<file path="src/rtl/lsu_mem_ctrl_pkg.sv">
// Shared types and address-map constants for the LSU memory controller.
package lsu_mem_pkg;

  typedef enum logic [1:0] {
    IDLE    = 2'd0,
    DMEM_RD = 2'd1,
    IO_WAIT = 2'd2,
    RESP    = 2'd3
  } lsu_state_e;

  localparam logic [15:0] DMEM_BASE_HI = 16'h0000;
  localparam logic [15:0] IO_OUT_HI    = 16'h1000;
  localparam logic [15:0] IO_IN_HI     = 16'h1001;

  // Halfword lanes need an even address, a full word needs word alignment.
  function automatic logic is_misaligned(input logic [1:0] lo, input logic [3:0] bmask);
    logic mis;
    mis = 1'b0;
    case (bmask)
      4'b0011, 4'b1100: mis = lo[0];
      4'b1111:          mis = |lo;
      default:          mis = 1'b0;
    endcase
    return mis;
  endfunction

endpackage

</file>
<file path="src/rtl/lsu_mem_ctrl_if.sv">
// LSU request/response handshake plus DMEM and I/O bus signals.
interface lsu_mem_ctrl_if #(
  parameter int DMEM_AW = 11
) ();
  logic               i_req;
  logic [31:0]        i_addr;
  logic               i_wren;
  logic [31:0]        i_wdata;
  logic [3:0]         i_bmask;
  logic               o_stall;
  logic               o_done;
  logic [31:0]        o_rdata;
  logic               o_err;
  logic               o_dmem_en;
  logic               o_dmem_wren;
  logic [DMEM_AW-1:0] o_dmem_addr;
  logic [31:0]        o_dmem_wdata;
  logic [3:0]         o_dmem_bmask;
  logic [31:0]        i_dmem_rdata;
  logic               o_io_req;
  logic               o_io_wren;
  logic [31:0]        o_io_addr;
  logic [31:0]        o_io_wdata;
  logic [3:0]         o_io_bmask;
  logic               i_io_ack;
  logic [31:0]        i_io_rdata;

  modport master (
    output i_req, i_addr, i_wren, i_wdata, i_bmask, i_dmem_rdata, i_io_ack, i_io_rdata,
    input  o_stall, o_done, o_rdata, o_err,
    input  o_dmem_en, o_dmem_wren, o_dmem_addr, o_dmem_wdata, o_dmem_bmask,
    input  o_io_req, o_io_wren, o_io_addr, o_io_wdata, o_io_bmask
  );

  modport slave (
    input  i_req, i_addr, i_wren, i_wdata, i_bmask, i_dmem_rdata, i_io_ack, i_io_rdata,
    output o_stall, o_done, o_rdata, o_err,
    output o_dmem_en, o_dmem_wren, o_dmem_addr, o_dmem_wdata, o_dmem_bmask,
    output o_io_req, o_io_wren, o_io_addr, o_io_wdata, o_io_bmask
  );
endinterface

</file>
<file path="src/rtl/lsu_mem_ctrl_addr_decode.sv">
// Combinational region/alignment decode of an LSU byte address.
module lsu_addr_decode
  import lsu_mem_pkg::*;
#(
  parameter int DMEM_AW = 11
) (
  input  logic [31:0] addr,
  input  logic [3:0]  bmask,
  output logic        dmem_valid,
  output logic        io_valid,
  output logic        misaligned,
  output logic        fault
);

  always_comb begin
    dmem_valid = (addr[31:16] == DMEM_BASE_HI) && ((addr[15:0] >> DMEM_AW) == 16'h0000);
    io_valid   = (addr[31:16] == IO_OUT_HI) || (addr[31:16] == IO_IN_HI);
    misaligned = is_misaligned(addr[1:0], bmask);
    fault      = ~(dmem_valid | io_valid) | misaligned;
  end

endmodule

</file>
<file path="src/rtl/lsu_mem_ctrl.sv">
// Sequences LSU loads/stores onto DMEM or the I/O bus, with I/O timeout and pipeline stall.
module lsu_mem_ctrl
  import lsu_mem_pkg::*;
#(
  parameter int IO_TIMEOUT = 16,
  parameter int DMEM_AW    = 11
) (
  input  logic          i_clk,
  input  logic          i_reset,
  lsu_mem_ctrl_if.slave bus
);

  localparam int CW = $clog2(IO_TIMEOUT) + 1;

  lsu_state_e    state;
  logic [CW-1:0] cnt;
  logic [31:0]   rdata_q;
  logic          err_q;

  logic dmem_valid, io_valid, misaligned, fault;
  logic accept, dmem_go, io_go, io_active, done;

  lsu_addr_decode #(.DMEM_AW(DMEM_AW)) u_decode (
    .addr       (bus.i_addr),
    .bmask      (bus.i_bmask),
    .dmem_valid (dmem_valid),
    .io_valid   (io_valid),
    .misaligned (misaligned),
    .fault      (fault)
  );

  // Accept-cycle strobes are combinational, so they are also gated by reset
  // to keep every output low while reset is held.
  always_comb begin
    accept    = (state == IDLE) && bus.i_req && i_reset;
    dmem_go   = accept && dmem_valid && !fault;
    io_go     = accept && io_valid && !fault;
    io_active = io_go || (state == IO_WAIT);
    done      = (state == RESP);

    bus.o_stall      = bus.i_req && !done && i_reset;
    bus.o_done       = done;
    bus.o_rdata      = done ? rdata_q : '0;
    bus.o_err        = done && err_q;

    bus.o_dmem_en    = dmem_go;
    bus.o_dmem_wren  = dmem_go && bus.i_wren;
    bus.o_dmem_addr  = dmem_go ? bus.i_addr[DMEM_AW-1:0] : '0;
    bus.o_dmem_wdata = dmem_go ? bus.i_wdata : '0;
    bus.o_dmem_bmask = dmem_go ? bus.i_bmask : '0;

    bus.o_io_req     = io_active;
    bus.o_io_wren    = io_active && bus.i_wren;
    bus.o_io_addr    = io_active ? bus.i_addr : '0;
    bus.o_io_wdata   = io_active ? bus.i_wdata : '0;
    bus.o_io_bmask   = io_active ? bus.i_bmask : '0;
  end

  always_ff @(posedge i_clk or negedge i_reset) begin
    if (!i_reset) begin
      state   <= IDLE;
      cnt     <= '0;
      rdata_q <= '0;
      err_q   <= 1'b0;
    end else begin
      case (state)
        IDLE: begin
          if (bus.i_req) begin
            rdata_q <= '0;
            err_q   <= 1'b0;
            cnt     <= '0;
            if (fault) begin
              err_q <= 1'b1;
              state <= RESP;
            end else if (dmem_valid) begin
              state <= bus.i_wren ? RESP : DMEM_RD;
            end else if (bus.i_io_ack) begin
              rdata_q <= bus.i_wren ? '0 : bus.i_io_rdata;
              state   <= RESP;
            end else begin
              // The accept cycle already counts as the first request cycle.
              cnt   <= CW'(1);
              state <= IO_WAIT;
            end
          end
        end
        DMEM_RD: begin
          rdata_q <= bus.i_dmem_rdata;
          state   <= RESP;
        end
        IO_WAIT: begin
          if (bus.i_io_ack) begin
            rdata_q <= bus.i_wren ? '0 : bus.i_io_rdata;
            state   <= RESP;
          end else if (cnt == CW'(IO_TIMEOUT - 1)) begin
            err_q <= 1'b1;
            state <= RESP;
          end else begin
            cnt <= cnt + CW'(1);
          end
        end
        RESP: begin
          cnt   <= '0;
          state <= IDLE;
        end
        default: state <= IDLE;
      endcase
    end
  end

endmodule

</file>
<file path="src/flat_wrapper.sv">
// flat-port wrapper written by rule: the top's interface ports become plain ports
module lsu_mem_ctrl_flat import lsu_mem_pkg::*;
#(
  parameter int IO_TIMEOUT = 16,
  parameter int DMEM_AW    = 11
)
  (i_clk, i_reset, bus_i_req, bus_i_addr, bus_i_wren, bus_i_wdata, bus_i_bmask, bus_i_dmem_rdata, bus_i_io_ack, bus_i_io_rdata, bus_o_stall, bus_o_done, bus_o_rdata, bus_o_err, bus_o_dmem_en, bus_o_dmem_wren, bus_o_dmem_addr, bus_o_dmem_wdata, bus_o_dmem_bmask, bus_o_io_req, bus_o_io_wren, bus_o_io_addr, bus_o_io_wdata, bus_o_io_bmask);
  lsu_mem_ctrl_if #(.DMEM_AW(DMEM_AW)) bus_i ();
  input  logic i_clk;
  input  logic i_reset;
  input wire logic [$bits(bus_i.i_req)-1:0] bus_i_req;
  input wire logic [$bits(bus_i.i_addr)-1:0] bus_i_addr;
  input wire logic [$bits(bus_i.i_wren)-1:0] bus_i_wren;
  input wire logic [$bits(bus_i.i_wdata)-1:0] bus_i_wdata;
  input wire logic [$bits(bus_i.i_bmask)-1:0] bus_i_bmask;
  input wire logic [$bits(bus_i.i_dmem_rdata)-1:0] bus_i_dmem_rdata;
  input wire logic [$bits(bus_i.i_io_ack)-1:0] bus_i_io_ack;
  input wire logic [$bits(bus_i.i_io_rdata)-1:0] bus_i_io_rdata;
  output wire logic [$bits(bus_i.o_stall)-1:0] bus_o_stall;
  output wire logic [$bits(bus_i.o_done)-1:0] bus_o_done;
  output wire logic [$bits(bus_i.o_rdata)-1:0] bus_o_rdata;
  output wire logic [$bits(bus_i.o_err)-1:0] bus_o_err;
  output wire logic [$bits(bus_i.o_dmem_en)-1:0] bus_o_dmem_en;
  output wire logic [$bits(bus_i.o_dmem_wren)-1:0] bus_o_dmem_wren;
  output wire logic [$bits(bus_i.o_dmem_addr)-1:0] bus_o_dmem_addr;
  output wire logic [$bits(bus_i.o_dmem_wdata)-1:0] bus_o_dmem_wdata;
  output wire logic [$bits(bus_i.o_dmem_bmask)-1:0] bus_o_dmem_bmask;
  output wire logic [$bits(bus_i.o_io_req)-1:0] bus_o_io_req;
  output wire logic [$bits(bus_i.o_io_wren)-1:0] bus_o_io_wren;
  output wire logic [$bits(bus_i.o_io_addr)-1:0] bus_o_io_addr;
  output wire logic [$bits(bus_i.o_io_wdata)-1:0] bus_o_io_wdata;
  output wire logic [$bits(bus_i.o_io_bmask)-1:0] bus_o_io_bmask;
  assign bus_i.i_req = bus_i_req;
  assign bus_i.i_addr = bus_i_addr;
  assign bus_i.i_wren = bus_i_wren;
  assign bus_i.i_wdata = bus_i_wdata;
  assign bus_i.i_bmask = bus_i_bmask;
  assign bus_i.i_dmem_rdata = bus_i_dmem_rdata;
  assign bus_i.i_io_ack = bus_i_io_ack;
  assign bus_i.i_io_rdata = bus_i_io_rdata;
  assign bus_o_stall = bus_i.o_stall;
  assign bus_o_done = bus_i.o_done;
  assign bus_o_rdata = bus_i.o_rdata;
  assign bus_o_err = bus_i.o_err;
  assign bus_o_dmem_en = bus_i.o_dmem_en;
  assign bus_o_dmem_wren = bus_i.o_dmem_wren;
  assign bus_o_dmem_addr = bus_i.o_dmem_addr;
  assign bus_o_dmem_wdata = bus_i.o_dmem_wdata;
  assign bus_o_dmem_bmask = bus_i.o_dmem_bmask;
  assign bus_o_io_req = bus_i.o_io_req;
  assign bus_o_io_wren = bus_i.o_io_wren;
  assign bus_o_io_addr = bus_i.o_io_addr;
  assign bus_o_io_wdata = bus_i.o_io_wdata;
  assign bus_o_io_bmask = bus_i.o_io_bmask;
  lsu_mem_ctrl #(.IO_TIMEOUT(IO_TIMEOUT), .DMEM_AW(DMEM_AW)) u_core (.i_clk(i_clk), .i_reset(i_reset), .bus(bus_i));
endmodule
</file>
<file path="config.mk">
export PLATFORM = sky130hd
export DESIGN_NAME = lsu_mem_ctrl_flat
export DESIGN_NICKNAME = d
export VERILOG_FILES = /design/src/rtl/lsu_mem_ctrl_pkg.sv /design/src/rtl/lsu_mem_ctrl_if.sv /design/src/rtl/lsu_mem_ctrl_addr_decode.sv /design/src/rtl/lsu_mem_ctrl.sv /design/src/flat_wrapper.sv
export SDC_FILE = /design/constraint.sdc
export NUM_CORES = 1
export LEC_CHECK = 0
export ABC_CLOCK_PERIOD_IN_PS = 2400
export BUFFER_PORTS_ARGS = -buffer_cell sky130_fd_sc_hd__buf_2
export CAP_MARGIN = 20
export CORE_AREA = 2 2 112 114
export CTS_CLUSTER_SIZE = 25
export DETAILED_ROUTE_END_ITERATION = 8
export DIE_AREA = 0 0 114 116
export PLACE_DENSITY = 0.7
export SETUP_SLACK_MARGIN = 0.3
export SYNTH_ARGS = -nofsm -noshare
export SYNTH_HDL_FRONTEND = slang
export SYNTH_SLANG_ARGS = --single-unit
</file>
<file path="constraint.sdc">
create_clock -name i_clk -period 2.4 [get_ports i_clk]
set_clock_uncertainty 0.05 [all_clocks]
set_input_delay 0.12 -clock i_clk [delete_from_list [all_inputs] [get_ports i_clk]]
set_output_delay 0.12 -clock i_clk [all_outputs]
set_load 0.01 [all_outputs]
</file>
==> reports/qor.yml, run 1 <==
cts:
  cts.clk_slew.worst_paths_ns: 0.06
  insertion_delay_ns: 0.28
  cts_tree: "built"
  clk_path_buf_depth: 2
  htree_levels: 2
  cts.sinks: 40
  numCtsBuffers: 5
  cts_root_buf: "clkbuf_16"
power:
  p_leak_nw: 3.60
  power_mw: 5.56
  power.density_nw_per_um2: 815
  ir_drop_v: 0.000590
critical_path:
  worstPathArrival_ns: 2.10
  criticalPathCategory: "flop to primary output"
  crit_required_ns: 2.23
  worstPathMaxFanout: 12
  endpoint_kind: "primary output"
  cp-start-kind: "flop"
timing:
  layout_setup_ws_ns: 0.128
  report.final.slew_viol_count: 0
  final.hold.worst_slack_ns: 0.0364
  finalSetupViolCount: 0
  rsz0062_at_grt: "true"
  fmax_mhz: 440
  setup_tns_ns: 0
  fin_crit_ns: 2.27
  hold_viol: 0
  worst_pin_slew_ns: 0.665
  relSlewSlack: 0.554
  layout_worst_path_cycle_share: 0.947
final_layout:
  syn_to_final_growth_pct: 59.7
  multi_input_area_um2: 3070
  final-instance-count-excl-fill: 1009
  fillers: 1108
  antenna_cells: 0
  seq_area_um2: 1000
  drive_gt1_frac: 0.519
  nNetsFinal: 1005
synth:
  synth_seq_cells: 40
  syn_area_um2: 4270
  synthFlopType: "dfrtp_1"
  yosys_warnings: 0
  ys_types: 47
  syn_inst: 570
  synth_edf_count: 0
  synthArstFlopShare: 1.00
  avgSynthCellArea_um2: 7.50
  synth_fp_nets: 714
  yosysSeqAreaShare: 0.234
route:
  dr_total_vias: 5251
  drcViolationCount: 0
  routed_wl_mm: 17.9
  drtPass1Iterations: 5
  via_per_inst: 5.20
  antenna_left: 0
  wire_per_inst_um: 17.8
  first_iter_violations: 398
placed_design:
  post-place-ws_ns: 0.218
  dp_hpwl_mm: 11.7
  portBuffers: 290
  gp_congestion: 0.850
  dp.cells: 970
global_route:
  grt_pass1_vias: 4727
  track_usage: 0.241
  grt_max_degree: 58
  antenna_found_initial: 0
  overflow: 0
  grt_pass1_wl_mm: 25.4
die:
  die_height_um: 116
  dieArea_um2: 13200
  core_um2: 11900
  io_pins: 291
  rows: 40
  initial_core_util: 0.359
  die_w_um: 114
job:
  maxCapViolations: 0
hold_path:
  hold_class: "input port to flop"
status:
  outcome: "completed"
[path summary, 6_finish.rpt]
kind                                                 from                              to  slack, ns  depth (start not counted)
min in group asynchronous                         i_reset     u_core.state[1]$_DFFE_PN0P_       0.39                          3
min                                    bus_i_io_rdata[24]  u_core.rdata_q[24]$_DFFE_PN0P_       0.04                          3
max reg2reg                   u_core.state[0]$_DFFE_PN0P_  u_core.rdata_q[25]$_DFFE_PN0P_       0.37                          9
max                           u_core.state[1]$_DFFE_PN0P_            bus_o_dmem_wdata[23]       0.13                          8
max in group asynchronous                         i_reset  u_core.rdata_q[14]$_DFFE_PN0P_       1.49                          3
min reg2reg                u_core.rdata_q[20]$_DFFE_PN0P_  u_core.rdata_q[20]$_DFFE_PN0P_       0.44                          2
[Yosys cell counts (all sizes together) (3+ instances only)]
cell    instances  area share
nand2          72       0.063
inv            52       0.046
nor3           52       0.074
a21oi          49       0.092
and2           47       0.069
dfrtp          40        0.23
a21boi         39       0.069
clkbuf         35       0.031
o21ai          35       0.041
mux2i          33       0.077
nand3b         32       0.056
buf            19       0.030
ha              7       0.020
nor2            7      0.0061
nor4            5       0.010
and3            4      0.0059
nor2b           4      0.0059
and4            3      0.0061
or4             3      0.0061
[metal layers]
layer  vias to the layer above  track usage  wire [µm]
met2                       237        0.394       8560
met1                      2466        0.332       7880
met5                         -            0          0
met3                        14       0.0408       1300
li1                       2534            -          -
met4                         0       0.0634        201
[worst max-delay path, stage by stage, from the launching register on]
cell and delay [ns]:
dfrtp_1 0.40, inv_2 0.09, ha_4 0.15, buf_4 0.11
nand2_2 0.05, or3_4 0.47, clkbuf_16 0.23, nor3_2 0.15
buf_2 0.16
[what timing repair did]
| action | CTS | global route |
|---|---|---|
| setup buffers | 10 | 6 |
| pin swaps | 23 | 13 |
| setup endpoints to repair | 119 | 162 |
| endpoints found under the hold margin | 40 | 0 |
| gates cloned | 10 | 4 |
| hold buffers | 1 | 0 |
| gates resized for setup | 41 | 29 |
[sequential cells by signal, indices dropped and copies added (netlist names)]
| signal | cells |
|---|---|
| u_core.state | 2 |
| u_core.cnt | 5 |
| u_core.rdata_q | 32 |
| u_core.err_q | 1 |
[stage by stage]
| stage | cell area, µm² | util |
|---|---|---|
| CTS | 6560 | 0.551 |
| detailed placement | 5870 | 0.493 |
| global placement | 5870 | 0.493 |
| finish | 6820 | 0.573 |
| global route | 6820 | 0.573 |
| floorplan | 4270 | - |
[power breakdown]
group	internal (mW)	switching (mW)	total, mW	leakage [nW]
logic	1.67	2.22	3.90	2.98
registers	0.802	0.0717	0.873	0.536
clock network	0.521	0.272	0.793	0.0871
[placed cells by master, fill, tap and decap left out, types with 3 or more instances in the layout]
cell,netlist,layout
nor3_1,41,19
nor3_2,11,27
inv_2,0,4
nor3_4,0,6
and3_1,4,4
nand3b_1,32,32
nor4_2,2,3
and2_1,47,47
buf_6,6,4
buf_4,0,23
buf_16,0,10
clkbuf_16,0,9
buf_12,0,7
a21boi_2,0,4
ha_1,7,4
mux2i_1,33,33
and4_1,3,3
buf_2,11,289
nor2b_1,4,3
nand2_1,72,71
a21boi_0,39,34
nor2_1,7,7
o21ai_0,35,35
dfrtp_1,40,40
a21oi_2,39,47
inv_1,52,49
[area by class of cell]
type / count / area share
multi-input combinational: 423 / 0.450
timing repair buffer: 338 / 0.321
sequential: 40 / 0.147
inverter: 53 / 0.0292
tap: 147 / 0.0270
clock buffer: 6 / 0.0204
clock inverter: 2 / 0.00568
[logic make-up (layout without fill, tap and decap cells)]
kind of cell,count (synthesis),in the layout,synth area share
buffers and inverters,107,399,0.108
AOI/OAI and AO/OA,143,143,0.239
and+or+nand+nor,239,239,0.319
DFF,40,40,0.234
muxes,33,33,0.0773
adders and majority gates,7,7,0.0205
xor gates and xnor gates,1,1,0.00205
Power figures use the tool's default switching activity.
==> run 2, diff against run 1 <==
==> constraint.sdc (replaced) <==
create_clock -name i_clk -period 2.4 [get_ports i_clk]
set_clock_uncertainty 0.05 [all_clocks]
set_input_delay 0.72 -clock i_clk [delete_from_list [all_inputs] [get_ports i_clk]]
set_output_delay 0.72 -clock i_clk [all_outputs]
set_load 0.01 [all_outputs]
==> run 2 against run 1 <==
The flow now finishes with violations (negative setup slack). Count of clock-buffer cells in the layout shrank 1. Final area grew 27%. Clock power grew 7.7%. Via count grew 7.9%. Global-route usage grew 1.8 points. Die area is the same. Non-clock buffer count grew 53. First-iteration DRC count grew 3.3%. Sequential share of layout area shrank 3.1 points. Cell count grew 5.2%. Critical endpoint is now bus_o_dmem_addr[6]. Largest power group unchanged.
==> reports/qor.yml, run 2 (synthesis gave the netlist of run 1 again) <==
timing:
  fmax_mhz: 318  # -28%
  worst_pin_slew_ns: 0.544  # -0.121 ns
  fin_crit_ns: 3.14  # +0.870 ns
  relSlewSlack: 0.637  # +0.0827
  report.final.slew_viol_count: 0  # unchanged
  layout_worst_path_cycle_share: 1.31  # +0.363
  layout_setup_ws_ns: -0.742  # -0.870 ns
  finalSetupViolCount: 106  # +106
  rsz0062_at_grt: "true"
  hold_viol: 0  # unchanged
power:
  power_mw: 7.97  # +43%
  combinationalPowerShare: 0.782  # +0.082
  p_leak_nw: 4.28  # +19%
  seq_power_share: 0.111  # -0.046
  switching_share: 0.419  # -0.0420
  clkPwrFrac: 0.107  # -0.036
  power.density_nw_per_um2: 922  # +13%
  ir_drop_v: 0.000674  # +14%
  internal_power_mw: 4.63  # +55%
  power_switching_mw: 3.34  # +30%
die:
  initial_core_util: 0.359  # unchanged
  rows: 40  # unchanged
  die_w_um: 114  # unchanged
  dieArea_um2: 13200  # unchanged
  io_pins: 291  # unchanged
  die_height_um: 116  # unchanged
  core_um2: 11900  # unchanged
global_route:
  overflow: 0  # unchanged
  grt_pass1_vias: 5121  # +8.3%
  track_usage: 0.259  # +0.0180
  grt_max_degree: 65  # +12%
  grt_pass1_wl_mm: 27.1  # +6.8%
  antenna_found_initial: 1  # +1
cts:
  cts.clk_slew.worst_paths_ns: 0.06  # about the same
  insertion_delay_ns: 0.28  # about the same
  cts_tree: "built"
  cts_root_buf: "clkbuf_16"
  numCtsBuffers: 5  # unchanged
  htree_levels: 2  # unchanged
  cts.sinks: 40  # unchanged
  clk_path_buf_depth: 2  # unchanged
final_layout:
  mostFrequentLayoutCell: "buf_2"
  largest_registers: "u_core.rdata_q (32), u_core.cnt (5), u_core.state (2)"
  nNetsFinal: 1058  # +5.3%
  drive_gt1_frac: 0.615  # +0.0963
  syn_to_final_growth_pct: 102
  antenna_cells: 0  # unchanged
  largest_register_ffs: 32  # unchanged
  fin_util: 0.726  # +0.154
  top_register: "u_core.rdata_q"
  most-common-layout-cells: "buf_2 (210), buf_6 (92), nand2_1 (71)"
critical_path:
  crit_chain: "buf_8, nor4_4, buf_4, nand3_2, or3_4, bufbuf_16, nor3_2, buf_2"
  criticalPathCategory: "input port to primary output"
  critical-path-top-delay-family: "simple AND/OR/NAND/NOR gates"
  critPathBufInv: 4  # unchanged
  worstPathMaxFanout: 10  # -2
  worstPathArrival_ns: 2.37  # +0.27 ns
  max_stage_delay_ns: 0.39  # -0.08 ns
  crit_required_ns: 1.63  # -0.60 ns
  cp_slowest_cell: "or3_4"
  cp-start-kind: "input port"
  endpoint_kind: "primary output"
hold_path:
  hold_class: "flop to flop"
route:
  first_iter_violations: 411  # +3.3%
  dr_total_vias: 5667  # +7.9%
  drtPass1Iterations: 5  # unchanged
  routed_wl_mm: 20.7  # +15%
  via_per_inst: 5.34  # +2.6%
  drcViolationCount: 0  # unchanged
  wire_per_inst_um: 19.5  # +9.5%
  antenna_left: 0  # unchanged
placed_design:
  portBuffers: 290  # unchanged
  gp_congestion: 0.876  # +3.0%
  dp_hpwl_mm: 12.6  # +8.4%
status:
  violations: "negative setup slack"
  outcome: "complete, but fails checks"
job:
  maxCapViolations: 0  # unchanged
## run 2: power by group through the flow
stage	logic [mW]	registers (mW)	clock network (mW)
finish	6.24	0.882	0.854
global route	6.58	0.893	0.893
CTS	4.45	0.864	0.871
detailed placement	4.08	0.871	0
global placement	4.05	0.873	0
floorplan	2.66	0.866	0
## run 2: cell type report
cell class	count	area, µm²
Multi-Input combinational cell	423	3750
Timing Repair Buffer	391	3330
Fill cell	819	3260
Sequential cell	40	1000
Inverter	53	201
Tap cell	147	184
Clock buffer	5	125
Clock inverter	2	60.1
## run 2: worst register-to-register path: stages, from the launching register on
cell and delay [ns]:
dfrtp_1 0.37, inv_2 0.05, buf_6 0.11, buf_6 0.10, ha_4 0.18, buf_8 0.14, buf_16 0.13, nor2b_4 0.13
nor3_4 0.15, buf_12 0.16, buf_6 0.11, buf_12 0.13, mux2i_1 0.20, o21ai_1 0.09
## run 2: what timing repair did
item	CTS	global route
cloned	6	14
setup endpoints to repair	188	191
setup buffers	5	21
pin swaps	5	14
resized for setup	83	184
hold buffers	0	0
## run 2: per-stage QoR
step	cell area [µm²]	hold WS (ns)	setup slack (ns)	setup TNS, ns	std cells
6_report	8650	0.451	-0.742	-66.62	1061
4_1_cts	7540	0.444	-0.697	-65.46	1026
3_3_place_gp	6780	0.424	-0.868	-81.07	1008
3_5_place_dp	6780	0.431	-0.886	-81.21	1008
5_1_grt	8650	0.485	-0.823	-73.89	1061
2_1_floorplan	4860	0.374	-0.397	-35.03	570
## run 2: worst paths after layout
kind	from	to	slack (ns)	depth (start not counted)
worst min register to register	u_core.rdata_q[0]$_DFFE_PN0P_	u_core.rdata_q[0]$_DFFE_PN0P_	0.45	2
worst max register to register	u_core.state[0]$_DFFE_PN0P_	u_core.rdata_q[28]$_DFFE_PN0P_	0.19	13
min in group asynchronous	i_reset	u_core.rdata_q[0]$_DFFE_PN0P_	0.50	2
worst min-delay path	u_core.rdata_q[0]$_DFFE_PN0P_	u_core.rdata_q[0]$_DFFE_PN0P_	0.45	2
worst max-delay path	bus_i_addr[16]	bus_o_dmem_addr[6]	-0.74	8
max in group asynchronous	i_reset	u_core.rdata_q[14]$_DFFE_PN0P_	1.42	2
## run 2: routing by layer
| layer | vias up | routed length [µm] | global-route usage |
|---|---|---|---|
| li1 | 2639 | - | - |
| met3 | 29 | 1710 | 0.0664 |
| met4 | 2 | 369 | 0.0683 |
| met5 | - | 13 | 0 |
| met2 | 277 | 10600 | 0.462 |
| met1 | 2720 | 7980 | 0.312 |
